$ cat config.mk
export PLATFORM = sky130hd
export DESIGN_NAME = nibble_serial_adder
export DESIGN_NICKNAME = d
export VERILOG_FILES = /design/src/rtl/nibble_serial_adder_pkg.sv /design/src/rtl/nibble_serial_adder_cla.sv /design/src/rtl/nibble_serial_adder.sv
export SDC_FILE = /design/constraint.sdc
export NUM_CORES = 1
export LEC_CHECK = 0
export BUFFER_PORTS_ARGS = -buffer_cell sky130_fd_sc_hd__buf_2
export CAP_MARGIN = 10
export CORE_UTILIZATION = 46
export DETAILED_ROUTE_END_ITERATION = 8
export PLACE_DENSITY = 0.69
export SYNTH_ARGS = -nofsm -noshare
export SYNTH_HDL_FRONTEND = slang
export SYNTH_SLANG_ARGS = --single-unit
$ cat constraint.sdc
create_clock -name clk -period 2.94 [get_ports clk]
set_input_delay 0.588 -clock clk [delete_from_list [all_inputs] [get_ports clk]]
set_output_delay 0.588 -clock clk [all_outputs]
set_load 0.01 [all_outputs]
$ cat src/rtl/nibble_serial_adder_pkg.sv
// Shared encodings for the nibble-serial adder: FSM states and nibble width.
// No logic; imported by the top.
package nibble_serial_adder_pkg;

    localparam int NIBBLE_W = 4;

    typedef enum logic [1:0] {
        ST_IDLE = 2'd0,
        ST_RUN  = 2'd1,
        ST_DONE = 2'd2
    } state_t;

endpackage

$ cat src/rtl/nibble_serial_adder_cla.sv
// 4-bit carry-lookahead adder (existing block, reused as-is).
// Purely combinational; no handshake.
module cla_4bit (
    input  logic [3:0] A,
    input  logic [3:0] B,
    input  logic       Cin,
    output logic [3:0] Sum,
    output logic       Cout
);

    logic [3:0] w_g;
    logic [3:0] w_p;
    logic [4:0] w_c;

    assign w_g = A & B;
    assign w_p = A ^ B;

    assign w_c[0] = Cin;
    assign w_c[1] = w_g[0] | (w_p[0] & Cin);
    assign w_c[2] = w_g[1] | (w_p[1] & w_g[0]) | (w_p[1] & w_p[0] & Cin);
    assign w_c[3] = w_g[2] | (w_p[2] & w_g[1]) | (w_p[2] & w_p[1] & w_g[0])
                  | (w_p[2] & w_p[1] & w_p[0] & Cin);
    assign w_c[4] = w_g[3] | (w_p[3] & w_g[2]) | (w_p[3] & w_p[2] & w_g[1])
                  | (w_p[3] & w_p[2] & w_p[1] & w_g[0])
                  | (w_p[3] & w_p[2] & w_p[1] & w_p[0] & Cin);

    assign Sum  = w_p ^ w_c[3:0];
    assign Cout = w_c[4];

endmodule

$ cat src/rtl/nibble_serial_adder.sv
// WIDTH-bit adder streaming one nibble per clock through a single cla_4bit, LSB nibble first.
// Result valid WIDTH/4 cycles after accept; holds result in DONE until out_ready, no overlap.
module nibble_serial_adder
    import nibble_serial_adder_pkg::*;
#(
    parameter int WIDTH = 16
) (
    input  logic             clk,
    input  logic             rst,
    input  logic             in_valid,
    output logic             in_ready,
    input  logic [WIDTH-1:0] a,
    input  logic [WIDTH-1:0] b,
    input  logic             cin,
    output logic             out_valid,
    input  logic             out_ready,
    output logic [WIDTH-1:0] sum,
    output logic             cout,
    output logic             overflow
);

    localparam int NIB   = WIDTH / NIBBLE_W;
    localparam int IDX_W = (NIB > 1) ? $clog2(NIB) : 1;
    localparam logic [IDX_W-1:0] LAST_IDX = IDX_W'(NIB - 1);

    state_t             r_state;
    state_t             w_state_nxt;
    logic [IDX_W-1:0]   r_idx;
    logic [WIDTH-1:0]   r_a;
    logic [WIDTH-1:0]   r_b;
    logic               r_carry;
    logic [WIDTH-1:0]   r_sum;
    logic               r_cout;
    logic               r_ovf;
    logic               r_out_valid;

    logic [NIBBLE_W-1:0] w_nib_a;
    logic [NIBBLE_W-1:0] w_nib_b;
    logic [NIBBLE_W-1:0] w_nib_sum;
    logic                w_nib_cout;
    logic                w_last;

    assign w_nib_a = r_a[NIBBLE_W*r_idx +: NIBBLE_W];
    assign w_nib_b = r_b[NIBBLE_W*r_idx +: NIBBLE_W];
    assign w_last  = (r_idx == LAST_IDX);

    cla_4bit u_cla (
        .A    (w_nib_a),
        .B    (w_nib_b),
        .Cin  (r_carry),
        .Sum  (w_nib_sum),
        .Cout (w_nib_cout)
    );

    always_ff @(posedge clk or posedge rst) begin
        if (rst) begin
            r_state <= ST_IDLE;
        end else begin
            r_state <= w_state_nxt;
        end
    end

    always_comb begin
        w_state_nxt = r_state;
        case (r_state)
            ST_IDLE: if (in_valid)  w_state_nxt = ST_RUN;
            ST_RUN:  if (w_last)    w_state_nxt = ST_DONE;
            ST_DONE: if (out_ready) w_state_nxt = ST_IDLE;
            default:                w_state_nxt = ST_IDLE;
        endcase
    end

    always_ff @(posedge clk or posedge rst) begin
        if (rst) begin
            r_idx       <= '0;
            r_a         <= '0;
            r_b         <= '0;
            r_carry     <= 1'b0;
            r_sum       <= '0;
            r_cout      <= 1'b0;
            r_ovf       <= 1'b0;
            r_out_valid <= 1'b0;
        end else begin
            case (r_state)
                ST_IDLE: begin
                    if (in_valid) begin
                        r_a     <= a;
                        r_b     <= b;
                        r_carry <= cin;
                        r_idx   <= '0;
                        r_sum   <= '0;
                    end
                end
                ST_RUN: begin
                    r_sum[NIBBLE_W*r_idx +: NIBBLE_W] <= w_nib_sum;
                    r_carry <= w_nib_cout;
                    r_idx   <= r_idx + 1'b1;
                    // Top nibble: its sum MSB is the word MSB used for signed overflow.
                    if (w_last) begin
                        r_cout      <= w_nib_cout;
                        r_ovf       <= (r_a[WIDTH-1] == r_b[WIDTH-1]) &&
                                       (w_nib_sum[NIBBLE_W-1] != r_a[WIDTH-1]);
                        r_out_valid <= 1'b1;
                    end
                end
                ST_DONE: begin
                    if (out_ready) r_out_valid <= 1'b0;
                end
                default: ;
            endcase
        end
    end

    assign in_ready  = (r_state == ST_IDLE);
    assign out_valid = r_out_valid;
    assign sum       = r_sum;
    assign cout      = r_cout;
    assign overflow  = r_ovf;

endmodule
Word-level counts from Yosys, hierarchy flattened
Cells that the tools add are included.
{"block": "classes", "muxes": 14, "n_addsub": 2, "bitwise_logic": 29, "reduce_logical": 9, "shift": 4, "n_eq_ne": 8}
{"op": "$neg A4 Y34", "n": 1}
{"op": "$shift A4 B34 Y16 const A", "n": 1}
{"op": "$shiftx A4 B34 Y16", "n": 1}
{"op": "$pmux W16 S2", "n": 1}
{"op": "$shiftx A16 B5 Y4", "n": 2}
{"op": "$and A1 B1 Y1", "n": 16}
{"op": "$bwmux W16", "n": 1}
{"op": "$mux W16", "n": 1}
{"op": "$or A1 B1 Y1", "n": 10}
{"op": "$mux W2", "n": 4}
{"op": "$xor A4 B4 Y4", "n": 2}
{"op": "$ne A2 B2 Y1 const B", "n": 3}
{"op": "$pmux W2 S3", "n": 1}
{"op": "$reduce_and A2 Y1", "n": 3}
{"op": "$reduce_and A3 Y1", "n": 2}
{"op": "$and A4 B4 Y4", "n": 1}
{"op": "$eq A2 B2 Y1 const B", "n": 2}
{"op": "$pmux W1 S2", "n": 2}
{"op": "$pmux W2 S2", "n": 1}
{"op": "$reduce_bool A2 Y1", "n": 2}
{"op": "$mux W1", "n": 3}
{"op": "$add A2 B1 Y2 const B", "n": 1}
{"op": "$eq A2 B1 Y1 const B", "n": 1}
{"op": "$logic_not A2 Y1", "n": 1}
{"op": "other kinds (3)", "n": 3}
{"block": "totals", "output_inout_bits": 20, "in_bits": 37, "regBits": 56}

Logic depth before layout (Yosys ltp)
{"block": "logic_depth", "ltp_word": 10, "mapped_depth": 7, "mapped_depth_nobuf": 6}

By module
Synthesis repeated with hierarchy kept, for this count alone.
{"block": "hier_totals", "hier_cells": 186, "area_unflattened_um2": 2770.2}
{"mod": "nibble_serial_adder", "n_inst": 1, "cells_per_inst": 169, "seq_area_each_um2": 1401.3, "area_per_inst_um2": 2622.5}
{"mod": "cla_4bit", "n_inst": 1, "cells_per_inst": 17, "seq_area_each_um2": 0.0, "area_per_inst_um2": 147.6}

Least setup slack after synthesis
Ideal clock, no wire load.
{"block": "synth_path", "kind": "register to register", "from": "register r_idx[0]", "to": "register r_ovf, in the netlist overflow", "path_stages_with_launch": 8, "slack_ns": 0.412, "arrival_ns": 2.459, "period_less_slack_ns": 2.528, "path_buffers": 1, "path_cell_list": "dfrtp_1 -> buf_2 -> mux4_2 -> ha_1 -> a21oi_1 -> nor2_1 -> or4_1 -> nand3_1"}
{"block": "synth_via", "elab_chain_cells": 9, "word_cells_on_any_way": 17}
{"item": "start, declared", "line_no": "nibble_serial_adder.sv:28", "source": "logic [IDX_W-1:0] r_idx;"}
{"item": "start signal, assigned", "line_no": "nibble_serial_adder.sv:97", "source": "r_idx <= r_idx + 1'b1;"}
{"item": "$shiftx A16 B5 Y4 (on tied branches)", "line_no": "nibble_serial_adder.sv:43, nibble_serial_adder.sv:44"}
{"item": "$xor A4 B4 Y4 or $and A4 B4 Y4 (tied branches)", "line_no": "nibble_serial_adder_cla.sv:16, nibble_serial_adder_cla.sv:15"}
{"item": "$and A1 B1 Y1 (on tied branches)", "line_no": "nibble_serial_adder_cla.sv:21, nibble_serial_adder_cla.sv:22"}
{"item": "$or A1 B1 Y1 (tied with other cells)", "line_no": "nibble_serial_adder_cla.sv:21", "source": "assign w_c[3] = w_g[2] | (w_p[2] & w_g[1]) | (w_p[2] & w_p[1] & w_g[0])"}
{"item": "$or A1 B1 Y1 or $and A1 B1 Y1 (tied branches)", "line_no": "nibble_serial_adder_cla.sv:21, nibble_serial_adder_cla.sv:22"}
{"item": "$or A1 B1 Y1", "line_no": "nibble_serial_adder_cla.sv:22", "source": "| (w_p[2] & w_p[1] & w_p[0] & Cin);"}
{"item": "$xor A4 B4 Y4", "line_no": "nibble_serial_adder_cla.sv:27", "source": "assign Sum = w_p ^ w_c[3:0];"}
{"item": "$ne A1 B1 Y1", "line_no": "nibble_serial_adder.sv:102", "source": "(w_nib_sum[NIBBLE_W-1] != r_a[WIDTH-1]);"}
{"item": "$logic_and A1 B1 Y1", "line_no": "nibble_serial_adder.sv:101", "source": "r_ovf <= (r_a[WIDTH-1] == r_b[WIDTH-1]) &&"}
{"item": "end signal, assigned", "line_no": "nibble_serial_adder.sv:101"}
{"item": "end, declared", "line_no": "nibble_serial_adder.sv:34", "source": "logic r_ovf;"}
Several ways; a longest one is shown, not always the timed one.
A chain may end at the register's enable or synchronous reset.

Worst setup path after layout
{"block": "layout_path", "from": "register r_idx[0]", "to": "register r_sum[11], in the netlist sum[11]"}
{"block": "layout_via", "elab_chain_cells": 10, "word_cells_on_any_way": 25}
{"item": "$shiftx A16 B5 Y4 (on tied branches)", "line_no": "nibble_serial_adder.sv:43, nibble_serial_adder.sv:44"}
{"item": "$xor A4 B4 Y4 or $and A4 B4 Y4 (tied branches)", "line_no": "nibble_serial_adder_cla.sv:16, nibble_serial_adder_cla.sv:15"}
{"item": "$and A1 B1 Y1 (on tied branches)", "line_no": "nibble_serial_adder_cla.sv:21, nibble_serial_adder_cla.sv:22"}
{"item": "$or A1 B1 Y1 (tied with other cells)", "line_no": "nibble_serial_adder_cla.sv:21"}
{"item": "$or A1 B1 Y1 or $and A1 B1 Y1 (tied branches)", "line_no": "nibble_serial_adder_cla.sv:21, nibble_serial_adder_cla.sv:22"}
{"item": "$or A1 B1 Y1", "line_no": "nibble_serial_adder_cla.sv:22"}
{"item": "$xor A4 B4 Y4", "line_no": "nibble_serial_adder_cla.sv:27"}
{"item": "$shiftx A4 B34 Y16", "line_no": "nibble_serial_adder.sv:95", "source": "r_sum[NIBBLE_W*r_idx +: NIBBLE_W] <= w_nib_sum;"}
{"item": "$bwmux W16 (*)", "line_no": "nibble_serial_adder.sv:95"}
{"item": "$pmux W16 S2 (*)", "line_no": "nibble_serial_adder.sv:84", "source": "case (r_state)"}
{"item": "end signal, assigned by index", "line_no": "nibble_serial_adder.sv:95"}
{"item": "end, declared", "line_no": "nibble_serial_adder.sv:32", "source": "logic [WIDTH-1:0] r_sum;"}
Every way passes the cells marked *; elsewhere a longest branch is shown, timed or not.

==> summary.md <==
| Metric | Value |
|---|---|
| Sequential area share after synthesis | 0.537 |
| Crit-path cells | buf_4, mux4_2, ha_1, a211oi_1, o21a_1, nor3_1, a22o_1 |
| Top FF cell, synth | dfrtp_1 |
| RSZ-0062 raised after global routing | no |
| Largest net degree at the start of global routing | 57 |
| Nets | 296 |
| Vias per Instance | 5.32 |
| Hpwl dp | 3.45 mm |
| # IOs | 57 |
| Synth top area share | 0.537 |
| Ratio of cells with drive above 1 in the final layout | 0.422 |
| Slew at the pin closest to its max-slew limit | 701 ps |
| Initial DRC Count | 66 |
| Hold Vio Cnt, Final | 0 |
| Routed len/inst | 14.8 um |
| Synth area leaders | dfrtp_1 54%, mux2_2 11%, mux4_2 6.9%, a22o_1 5.4%, ha_1 4.8% |
| # rows | 27 |
| CTS tree | done |
| Crit path max-delay cell type | mux4_2 |
| Distinct cell type count after synthesis | 35 |
| Max clock buf depth | 2 |
| Post-synth EDFFs | 0 |
| Worst Hold Class | input port to async pin |
| Area growth from synthesis to layout | 19.1% |
| Vias post-DR | 1708 |
| Yosys warns | 0 |
| Syn Std Cell Area | 0.00261 mm^2 |
| PortBufs | 56 |
| Post-CTS setup buffer count | 0 |
| CP Class | flop to flop |
| GP Congestion | 0.736 |
| Crit path arrival time | 2740 ps |
| Clock Latency Late Sink | 300 ps |
| WP data required | 3180 ps |
| CTS root buf | clkbuf_8 |
| CP delay by family, top | multiplexers |
| Final period util | 0.849 |
| Die Y | 77.3 um |
| Mapped Cells | 189 |
| Status | complete, no violations |
| CORE AREA | 0.00547 mm^2 |
| Leakage | 1.49 nW |
| Die Width | 77.3 um |
| Grt total ovfl | 0 |
| Mean Syn Cell Area | 13.8 um^2 |
| Synthesis-stage register bit count | 56 |
| DR pass1 iterations | 4 |
| Pins over their slew limit | 0 |
| Hold slack | 327 ps |
| Effective utilization at floorplan | 0.477 |
| First-pass GRT wire length | 8.25 mm |
| Critical Path Source Type | flop |
| Initial antenna violation count | 0 |
| Post-DRT Antenna Nets | 0 |
| CP endpoint kind | flop |
| Max Cap Viol | 0 |
| Peak Freq | 0.401 GHz |
| Crit path max fanout | 10 |
| Power per cell area | 1270 mW/mm^2 |
| WP buf/inv | 1 |
| Clock transition at path regs | 90 ps |
| Clock Sinks | 56 |
| Peak supply drop | 0.665 mV |
| Total routed wirelength | 4.75 mm |
| Die ar. | 0.00598 mm^2 |
| Fillers | 491 |
| Synth area leader | dfrtp_1 |
| Antenna cell count | 0 |
| Syn Nets | 237 |
| CTS HTree Levels | 2 |
| Slew HR | 0.528 |
| DR DRC count | 0 |
| Skew final | 5.82 ps |
| Post-CTS sizing | 0 |
| Endpoints failing setup | 0 |
| Ys async rst share | 1.00 |
| Total Routing Usage GR | 0.177 |
| Vias in the first global route | 1749 |
| Fin crit period | 2500 ps |
| Setup TNS | 0 ps |
| Inserted Clock Buffers | 5 |
| Hold buffers post-CTS | 0 |
| Worst stage delay on the critical path | 570 ps |
## sequential cells by signal, summed over array words and instances (netlist names)
name	count
sum	16
r_idx	2
r_carry	1
out_valid	1
r_b	16
cout	1
r_a	16
r_state	2
overflow	1
## layout by cell type, fill, tap and decap left out, drive strengths merged
cell type	n
a211oi	2
a21o	1
a21oi	9
a22o	16
a22oi	1
and3	1
and3b	1
buf	60
bufinv	1
clkbuf	7
dfrtp	56
fa	1
ha	10
inv	4
mux2	32
mux4	8
nand2	8
nand2b	1
nand3	2
nand3b	1
nor2	7
nor2b	2
nor3	4
nor3b	1
nor4	1
o21a	1
o21ai	4
o31ai	3
or3	1
or4	1
xnor2	1
xor2	1
## cells in the mapped netlist, drive strengths merged, types with 2 or more instances
master  number
a211oi       2
a21oi        9
a22o        16
buf          7
dfrtp       56
ha          10
inv          4
mux2        32
mux4         8
nand2        8
nand3        2
nor2         7
nor2b        2
nor3         4
o21ai        4
o31ai        3
## area by class of cell
cell class                 count  area (um^2)  area share
timing repair buffer          60          323       0.104
inverter                       4         15.0     0.00483
clock buffer                   7         96.3      0.0310
tap                           72         90.1      0.0290
sequential                    56         1400       0.451
clock inverter                 1         30.0     0.00966
multi-input combinational    121         1150       0.371
## through the flow
step	worst slack, ps	instance area, um^2	std cells	util	total power [mW]
after detailed placement	400	2980	313	0.545	3.46
after CTS	389	3110	321	0.568	4.00
after global placement	492	2980	313	0.545	3.43
after global routing	279	3110	321	0.568	4.29
final	444	3110	321	0.568	3.95
after floorplan	412	2610	189	-	2.91
## power by group
| part | internal, mW | switching (mW) | leakage (nW) |
|---|---|---|---|
| clock network | 0.301 | 0.230 | 0.0645 |
| registers | 1.13 | 0.260 | 0.698 |
| logic | 0.966 | 1.07 | 0.726 |
## metal layers
metal / GRT usage / vias to the layer above / part of all wire
met5: 0 / - / 0
met4: 0.0660 / 0 / 0.021
met3: 0.0369 / 10 / 0.028
met2: 0.282 / 37 / 0.49
met1: 0.236 / 843 / 0.46
li1: - / 818 / -
## worst min-delay path, cell delays in order
cell	delay [ps]
buf_2	100
inv_2	60
buf_12	270
## worst paths after layout
| check | startpoint | endpoint | slack, ps | depth (start not counted) |
|---|---|---|---|---|
| max in group asynchronous | rst | r_b[4] | 2380 | 3 |
| min | rst | r_state[1] | 330 | 3 |
| max | r_idx[0] | sum[11] | 440 | 7 |
| max reg2reg | r_idx[0] | sum[11] | 440 | 7 |
| min reg2reg | r_b[4] | r_b[4] | 490 | 1 |
| min in group clk | out_ready | r_state[1] | 470 | 2 |
## logic make-up (layout without fill, tap and decap cells)
group | after synthesis | after routing | share of synthesized area
xor gates and xnor gates | 2 | 2 | 0.00672
DFF | 56 | 56 | 0.537
AOI/OAI and AO/OA | 37 | 37 | 0.102
adders and majority gates | 11 | 11 | 0.0556
muxes | 40 | 40 | 0.207
buffers and inverters | 12 | 72 | 0.0235
and+or+nand+nor | 31 | 31 | 0.0681
No activity file was read; power rests on OpenSTA's default activity.
